**src/rtl/cmdproc_multi.sv**
```systemverilog
// cmdproc_multi: latches board switch commands on a go press and issues them to one of several flattened bus masters
module cmdproc_multi #(
    parameter int NUM_MASTERS = 2,
    parameter int ADDR_LEN    = 12,
    parameter int DATA_LEN    = 8,
    parameter int BURST_LEN   = 12,
    parameter int SLAVE_LEN   = 2,
    parameter int TIMEOUT_CYC = 1024,
    parameter int MSEL_W      = 1
) (
    input  logic                             i_clk,
    input  logic                             i_rst_n,
    input  logic [ADDR_LEN-1:0]              i_sw_addr,
    input  logic [DATA_LEN-1:0]              i_sw_data,
    input  logic [BURST_LEN-1:0]             i_sw_burst,
    input  logic [SLAVE_LEN-1:0]             i_sw_slave,
    input  logic                             i_sw_rw,
    input  logic [MSEL_W-1:0]                i_sw_master,
    input  logic                             i_btn_go,
    input  logic                             i_btn_abort,
    output logic [NUM_MASTERS*ADDR_LEN-1:0]  o_address,
    output logic [NUM_MASTERS*DATA_LEN-1:0]  o_data,
    output logic [NUM_MASTERS*BURST_LEN-1:0] o_burst_num,
    output logic [NUM_MASTERS*SLAVE_LEN-1:0] o_slave_select,
    output logic [NUM_MASTERS*2-1:0]         o_instruction,
    input  logic [NUM_MASTERS-1:0]           i_tx_done,
    input  logic [NUM_MASTERS-1:0]           i_rx_done,
    input  logic [NUM_MASTERS-1:0]           i_new_rx,
    input  logic [NUM_MASTERS*DATA_LEN-1:0]  i_new_data,
    output logic [DATA_LEN-1:0]              o_read_data,
    output logic [BURST_LEN-1:0]             o_rx_count,
    output logic                             o_busy,
    output logic                             o_done,
    output logic                             o_error,
    output logic                             o_aborted
);
    localparam int CNT_W = $clog2(TIMEOUT_CYC);

    typedef enum logic [1:0] {IDLE, WAIT_WR, WAIT_RD} state_t;

    state_t                 r_state;
    logic [1:0]             r_sync1, r_sync2, r_prev, r_pulse;
    logic [MSEL_W-1:0]      r_sel;
    logic [CNT_W-1:0]       r_cnt;
    logic [NUM_MASTERS-1:0] w_sel_oh;
    logic [DATA_LEN-1:0]    w_rdata;
    logic                   w_sel_ok, w_beat, w_complete, w_timeout, w_go_p, w_abort_p;

    // Two-flop synchronise both buttons (bit 0 go, bit 1 abort) and register a single rising-edge pulse per press
    always_ff @(posedge i_clk or negedge i_rst_n) begin
        if (!i_rst_n) begin
            r_sync1 <= '0;
            r_sync2 <= '0;
            r_prev  <= '0;
            r_pulse <= '0;
        end else begin
            r_sync1 <= {i_btn_abort, i_btn_go};
            r_sync2 <= r_sync1;
            r_prev  <= r_sync2;
            r_pulse <= r_sync2 & ~r_prev;
        end
    end

    assign w_go_p    = r_pulse[0];
    assign w_abort_p = r_pulse[1];

    // Only the selected master's strobes and read data are visible to the FSM
    always_comb begin
        w_sel_oh = NUM_MASTERS'(1) << r_sel;
        w_rdata  = '0;
        for (int m = 0; m < NUM_MASTERS; m++)
            if (r_sel == MSEL_W'(m)) w_rdata = i_new_data[m*DATA_LEN +: DATA_LEN];
        w_beat     = r_state == WAIT_RD && |(i_new_rx & w_sel_oh);
        w_complete = r_state == WAIT_WR ? |(i_tx_done & w_sel_oh) : r_state == WAIT_RD && |(i_rx_done & w_sel_oh);
        w_timeout  = r_cnt == CNT_W'(TIMEOUT_CYC - 1);
        w_sel_ok   = 32'(i_sw_master) < NUM_MASTERS;
    end

    // Command FSM: accept a go in IDLE, hold the request until completion, abort or timeout (in that priority)
    always_ff @(posedge i_clk or negedge i_rst_n) begin
        if (!i_rst_n) begin
            r_state        <= IDLE;
            r_sel          <= '0;
            r_cnt          <= '0;
            o_address      <= '0;
            o_data         <= '0;
            o_burst_num    <= '0;
            o_slave_select <= '0;
            o_instruction  <= '0;
            o_read_data    <= '0;
            o_rx_count     <= '0;
            o_busy         <= 1'b0;
            o_done         <= 1'b0;
            o_error        <= 1'b0;
            o_aborted      <= 1'b0;
        end else begin
            o_done <= 1'b0;
            if (r_state == IDLE) begin
                if (w_go_p && w_sel_ok) begin
                    r_sel <= i_sw_master;
                    r_cnt <= '0;
                    for (int m = 0; m < NUM_MASTERS; m++)
                        if (i_sw_master == MSEL_W'(m)) begin
                            o_address[m*ADDR_LEN +: ADDR_LEN]      <= i_sw_addr;
                            o_data[m*DATA_LEN +: DATA_LEN]         <= i_sw_rw ? '0 : i_sw_data;
                            o_burst_num[m*BURST_LEN +: BURST_LEN]  <= i_sw_burst;
                            o_slave_select[m*SLAVE_LEN +: SLAVE_LEN] <= i_sw_slave;
                            o_instruction[m*2 +: 2]                <= {1'b1, i_sw_rw};
                        end
                    o_rx_count <= '0;
                    o_error    <= 1'b0;
                    o_aborted  <= 1'b0;
                    o_busy     <= 1'b1;
                    r_state    <= i_sw_rw ? WAIT_RD : WAIT_WR;
                end else if (w_go_p) begin
                    o_error <= 1'b1;
                end
            end else begin
                if (w_beat) begin
                    o_read_data <= w_rdata;
                    o_rx_count  <= o_rx_count + 1'b1;
                end
                if (w_complete || w_abort_p || w_timeout) begin
                    o_address      <= '0;
                    o_data         <= '0;
                    o_burst_num    <= '0;
                    o_slave_select <= '0;
                    o_instruction  <= '0;
                    o_busy         <= 1'b0;
                    r_state        <= IDLE;
                    if (w_complete) o_done <= 1'b1;
                    else if (w_abort_p) o_aborted <= 1'b1;
                    else o_error <= 1'b1;
                end else begin
                    r_cnt <= r_cnt + 1'b1;
                end
            end
        end
    end
endmodule

```
**config.mk**
```make
export PLATFORM = sky130hd
export DESIGN_NAME = cmdproc_multi
export DESIGN_NICKNAME = d
export VERILOG_FILES = /design/src/rtl/cmdproc_multi.sv
export SDC_FILE = /design/constraint.sdc
export NUM_CORES = 1
export LEC_CHECK = 0
export ABC_CLOCK_PERIOD_IN_PS = 1700
export BUFFER_PORTS_ARGS = -buffer_cell sky130_fd_sc_hd__buf_2
export CORE_AREA = 2 2 96 121
export CTS_CLUSTER_DIAMETER = 120
export DETAILED_ROUTE_END_ITERATION = 16
export DIE_AREA = 0 0 98 123
export GPL_ROUTABILITY_DRIVEN = 0
export PLACE_DENSITY = 0.73
export SETUP_SLACK_MARGIN = 0.5
export SLEW_MARGIN = 10
export SYNTH_ARGS = -nofsm -noshare
export SYNTH_HDL_FRONTEND = slang
export SYNTH_SLANG_ARGS = --single-unit
```
**constraint.sdc**
```tcl
create_clock -name i_clk -period 1.7 [get_ports i_clk]
set_input_delay 0.51 -clock i_clk [delete_from_list [all_inputs] [get_ports i_clk]]
set_output_delay 0.51 -clock i_clk [all_outputs]
set_load 0.01 [all_outputs]
```
Word level (Yosys, flattened, before mapping) --
Index checks and enable logic that the tools add are counted.
Word-level totals: bits in registers 117, input port bits 62, logic and storage cells 112
Operators by class: bitwise operators 6, eq/ne operators 9, add/sub/neg operators 2, shift operators 1, muxes and demuxes 51, reductions and logical operators 20
Operator list (number):
- two-way mux 24 bit | 5
- two-way mux 12 bit | 7
- two-way mux 16 bit | 3
- two-way mux 8 bit | 4
- two-way mux 10 bit | 3
- two-way mux 4 bit | 5
- two-way mux 1 bit | 16
- two-way mux 2 bit | 8
- adder 12 x 1 -> 12 bit, second input constant | 1
- adder 10 x 1 -> 10 bit, second input constant | 1
- == test 10 bit, second input constant | 1
- AND reduction 2 bit | 5
- bitwise AND 2 bit | 4
- inequality test 2 bit, second input constant | 4
- AND reduction 4 bit | 2
- AND reduction 3 bit | 2
- nonzero test 2 bit | 3
- OR reduction 2 bit | 3
- inequality test 2 x 1 -> 1 bit, second input constant | 2
- == test 2 x 1 -> 1 bit, second input constant | 1
- == test 2 bit, second input constant | 1
- logical AND 1 bit | 2
- zero test 2 bit | 1
- logical OR 1 bit | 2
- other kinds (3) | 3

Depth between registers and ports, before layout --
depth in word-level cells 9, mapped depth 8

Worst setup path after synthesis --
OpenSTA, ideal clock, no wires.
path type input -> register, start point in i_tx_done[0], end point reg o_data[6], buffers on the path 2, stages 6, data arrival time 1.731 ns, slack -0.157 ns, data required time 1.574 ns, cell sequence mux2_4 -> o21ba_1 -> buf_4 -> o31ai_4 -> buf_6 -> o21ai_0
Between the ends: word-level cells in the longest chain between the ends 7
RTL lines:
- start: declaration | RTL line 26 | input logic [NUM_MASTERS-1:0] i_tx_done,
- bitwise AND 2 bit | RTL line 74 | w_complete = r_state == WAIT_WR ? |(i_tx_done & w_sel_oh) : r_state == WAIT_RD && |(i_rx_done & w_sel_oh);
- OR reduction 2 bit | RTL line 74
- two-way mux 1 bit | RTL line 74
- logical OR 1 bit (2 in series) | RTL line 123 | if (w_complete || w_abort_p || w_timeout) begin
- nonzero test 2 bit (no source line)
- AND reduction 3 bit (no source line)
- end signal: indexed assignment | RTL line 105 | o_data[m*DATA_LEN +: DATA_LEN] <= i_sw_rw ? '0 : i_sw_data;
- end: declaration | RTL line 22 | output logic [NUM_MASTERS*DATA_LEN-1:0] o_data,
No other way between the ends. A chain may end at the register's enable or synchronous reset.

Worst setup path in the final report --
start point reg r_sel, end point reg o_data[15]
Between the ends: word-level cells in the longest chain between the ends 9
RTL lines:
- start: declaration | RTL line 43 | logic [MSEL_W-1:0] r_sel;
- start signal: assignment | RTL line 100 | r_sel <= i_sw_master;
- << shifter 1 x 1 -> 2 bit * | RTL line 69 | w_sel_oh = NUM_MASTERS'(1) << r_sel;
- bitwise AND 2 bit | RTL line 74
- OR reduction 2 bit | RTL line 74
- logical AND 1 bit | RTL line 74
- two-way mux 1 bit * | RTL line 74
- logical OR 1 bit * (2 in series) | RTL line 123
- nonzero test 2 bit (no source line) *
- AND reduction 3 bit (no source line) *
Every way passes the cells marked *; elsewhere a longest branch is shown, timed or not.

==> key figures <==
Status
  – Status: complete, but fails checks
  – Failing checks: setup timing

Critical path
  – Critical setup path kind: flop to flop
  – Crit end category: flop
  – Worst reg2reg startpoint: r_sel
  – Crit path launch type: flop
  – Critical Path AT: between 2000 and 2500 ps
  – Worst path required time: between 2000 and 2500 ps
  – Max FO, Critical Path: 6
  – Setup crit start: r_sel

Timing
  – Skew final: 13.3 ps
  – Final Hold Fails: 0
  – Worst Tran Pin Value: roughly 500 ps
  – Tmin final: around 1900 ps
  – Period utilisation layout: 111%
  – Slew HR: 65.9%
  – RSZ-0062 raised after global routing: true
  – Max Freq: roughly 530 MHz
  – Worst setup margin: -182 ps
  – Final setup violation count: slightly below 80
  – Slew Limit Fails: 0
  – Sum Neg Setup Slack: -5850 ps

Synth
  – Top-count cell post-synth: dfrtp_1
  – Xor and xnor fraction of the mapped netlist area: 2.19%
  – Yosys warning total: 0
  – Post-synthesis mux area share: under 10%
  – Leading area contributor after synthesis: dfrtp_1
  – Post-synthesis adder-cell area fraction: less than 1%
  – Fraction of registers with async set/reset: 100%
  – Syn_area_per_cell: between 10 and 15 sq um
  – EDFF count, synth: 0
  – Complex-gate fraction of the synthesized area: roughly 14%
  – Simple-Gate Fraction of Synth Area: approximately 15%
  – Largest family of logic cells by synthesized area: simple AND/OR/NAND/NOR gates
  – Most frequent cells after synthesis: dfrtp_1 (117), nand2_1 (111), o21ai_0 (48), a22o_1 (28), nor2_1 (26)
  – Mapped cell area: roughly 4800 sq um
  – Yosys top cell area share: between 60% and 70%
  – Mapped Cells: roughly 450
  – Register area share after synthesis: between 60% and 70%
  – Netlist cell types: between 40 and 50
  – Yosys reg bits: 117
  – Ys flop type: dfrtp_1
  – Largest cells by area after synthesis: dfrtp_1 (61%), nand2_1 (8.7%), a22o_1 (5.1%)
  – Mapped Nets: 516

Detailed routing
  – Via count: between 4000 and 5000
  – Post-DR wirelength/cell: between 15 and 20 microns
  – Number of routed nets with antenna violations: 0
  – Drt first pass iters: 4
  – DRT iter0 DRCs: 179
  – Residual DRC count: 0
  – Vias per Instance: approximately 5.2
  – Post-Route WL: approximately 16000 microns

Floorplanning
  – Placeable Area: 10900 sq um
  – Die height: roughly 120 microns
  – Die X: slightly below 100 microns
  – Die area: roughly 12000 sq um
  – Starting Density: between 40% and 50%
  – Boundary pin count: 158
  – Rows: 43

GRT
  – Total gr overflow: 0
  – Pin count of the biggest net entering global routing: 61
  – Initial antenna violation count: 0
  – GRT Total Usage: 22.5%
  – Vias in the first global route: 4311
  – First-pass GRT wire length: about 22000 microns

Power and ir drop
  – Part of the power in registers: 35.6%
  – Clock network fraction of design power: a little over a third
  – Psw: slightly below 0.003 W
  – Sw frac: approximately 29%
  – Comb pwr share: between 20% and 30%
  – Pwr dens: 1240 nW/um^2
  – Final Power: just over 0.01 W
  – Internal Power: between 0.007 and 0.008 W
  – VDD IR-drop max: 0.804 mV
  – Leakage: 4.25 nW

Clock network
  – Clk sinks: roughly 120
  – Clk slew on worst S/H paths: 60 ps
  – TritonCTS clock tree: yes
  – Number of H-tree levels: 4
  – Root Buffer: clkbuf_16
  – Skew-Pair Late Insertion Delay: slightly above 400 ps
  – Total CTS buffers: 17
  – Worst-case clock buffer depth: 2

Final layout
  – Layout cells sized above 1: 53.6%
  – Core Util, Final: around 75%
  – Filler cells: roughly 730
  – Reg area: approximately 2900 sq um
  – NumNets Final: 806
  – Fin area: 8150 sq um
  – Ant. Diodes: 0
  – Multi-input combinational cell area: 2110 sq um
  – Area Growth Syn to Fin: 69.8%

Place
  – Area after DPL: about 6000 sq um
  – Number of port buffers: between 150 and 200
  – Hpwl dp: between 8000 and 9000 microns

Worst hold path
  – Hold path start: i_btn_go
  – Hold Crit Class: primary input to flop

Job
  – Maxcap violations: 0
## path summary, 6_finish.rpt
check | to | slack [ps] | depth (start not counted)
max | o_data[15] | -180 | 7
min reg2reg | r_sync2[1] | 350 | 0
max in group asynchronous | r_cnt[3] | 580 | 3
min | r_sync1[0] | 220 | 1
max reg2reg | o_data[15] | -180 | 7
min in group asynchronous | o_burst_num[9] | 510 | 2
## what timing repair did
item | 4_1_cts | 5_1_grt
hold buffers | 1 | 0
setup endpoints to repair | 204 | 204
cloned | 3 | 6
endpoints found under the hold margin | 13 | 0
pin swaps | 14 | 31
setup buffers | 57 | 35
gates resized for setup | 76 | 82
## registers in the layout (all words and copies together) (netlist names)
| register | flops |
|---|---|
| o_read_data | 8 |
| r_sel | 1 |
| o_burst_num | 24 |
| o_done | 1 |
| r_prev | 2 |
| r_sync1 | 2 |
| o_data | 16 |
| o_aborted | 1 |
| o_slave_select | 4 |
| o_address | 24 |
| o_rx_count | 12 |
| o_busy | 1 |
| o_error | 1 |
| r_sync2 | 2 |
| r_cnt | 10 |
| r_pulse | 2 |
| o_instruction | 4 |
| r_state | 2 |
## cell type report
| cell class | count | area share [%] |
|---|---|---|
| clock inverters | 13 | 1.90 |
| repair buffers | 296 | 28.3 |
| flip-flops and latches | 117 | 36.0 |
| inverters | 5 | 0.230 |
| multi-input cells | 305 | 25.9 |
| well taps | 135 | 2.07 |
| clock buffers | 19 | 5.56 |
## worst max-delay path: stages, from the launching register on
cell and delay, ps:
dfrtp_2 450, mux2_4 330, o21ba_4 240, o31ai_4 220
buf_6 190, clkbuf_16 180, nand2_1 70, o21ai_0 90
## stage by stage
step                setup WS (ps)  instances  hold slack [ps]
floorplan                   -95.9        452              214
global placement             -309        756              332
detailed placement           -325        756              337
CTS                         -82.8        849              200
global route                 -233        890              198
finish                       -182        890              215
## cell families after synthesis
logic type,after synthesis
DFF,117
xor gates and xnor gates,12
and+or+nand+nor,174
AOI/OAI and AO/OA,103
muxes,14
buffers and inverters,30
adders and majority gates,2
## cell usage in the layout, fill, tap and decap left out, types with 3 or more instances in the layout
cell        synthesis  layout
dfrtp_2             0       6
o21ai_0            48      11
clkbuf_16           0      22
mux2i_1            12      11
inv_1               5       5
buf_4               2     105
a22o_1             28      28
buf_6               5      38
xnor2_1            10       9
nor3_4              0       4
buf_12              0       9
bufinv_16           0       3
buf_16              0       3
nand2_4             0       8
nand2_2             1      11
nand3_1            10       6
nor2_1             26      21
buf_2               6     133
nand4_1             3       3
nand3_2             0       4
clkinvlp_4          0       3
o21ai_2             0      15
clkinv_2            0       5
nand2_1           111      92
nor2_2              0       3
nor3_2              2       3
o21ai_1            12      33
dfrtp_1           117     111
## power groups by stage
stage               combinational, W  sequential, W  clock [W]
floorplan                   0.000685        0.00376          0
global placement             0.00168        0.00354          0
detailed placement           0.00173        0.00356          0
CTS                          0.00221        0.00353    0.00369
global route                 0.00303        0.00363    0.00386
finish                       0.00283        0.00359    0.00366
## per-layer routing
metal,vias to the layer above,GRT usage (%),routed length [microns]
met5,-,0,0
met1,2251,27.8,5950
met2,214,39.3,8410
li1,2140,-,-
met4,0,6.86,543
met3,49,5.20,1000
No activity file was read; power rests on OpenSTA's default activity.
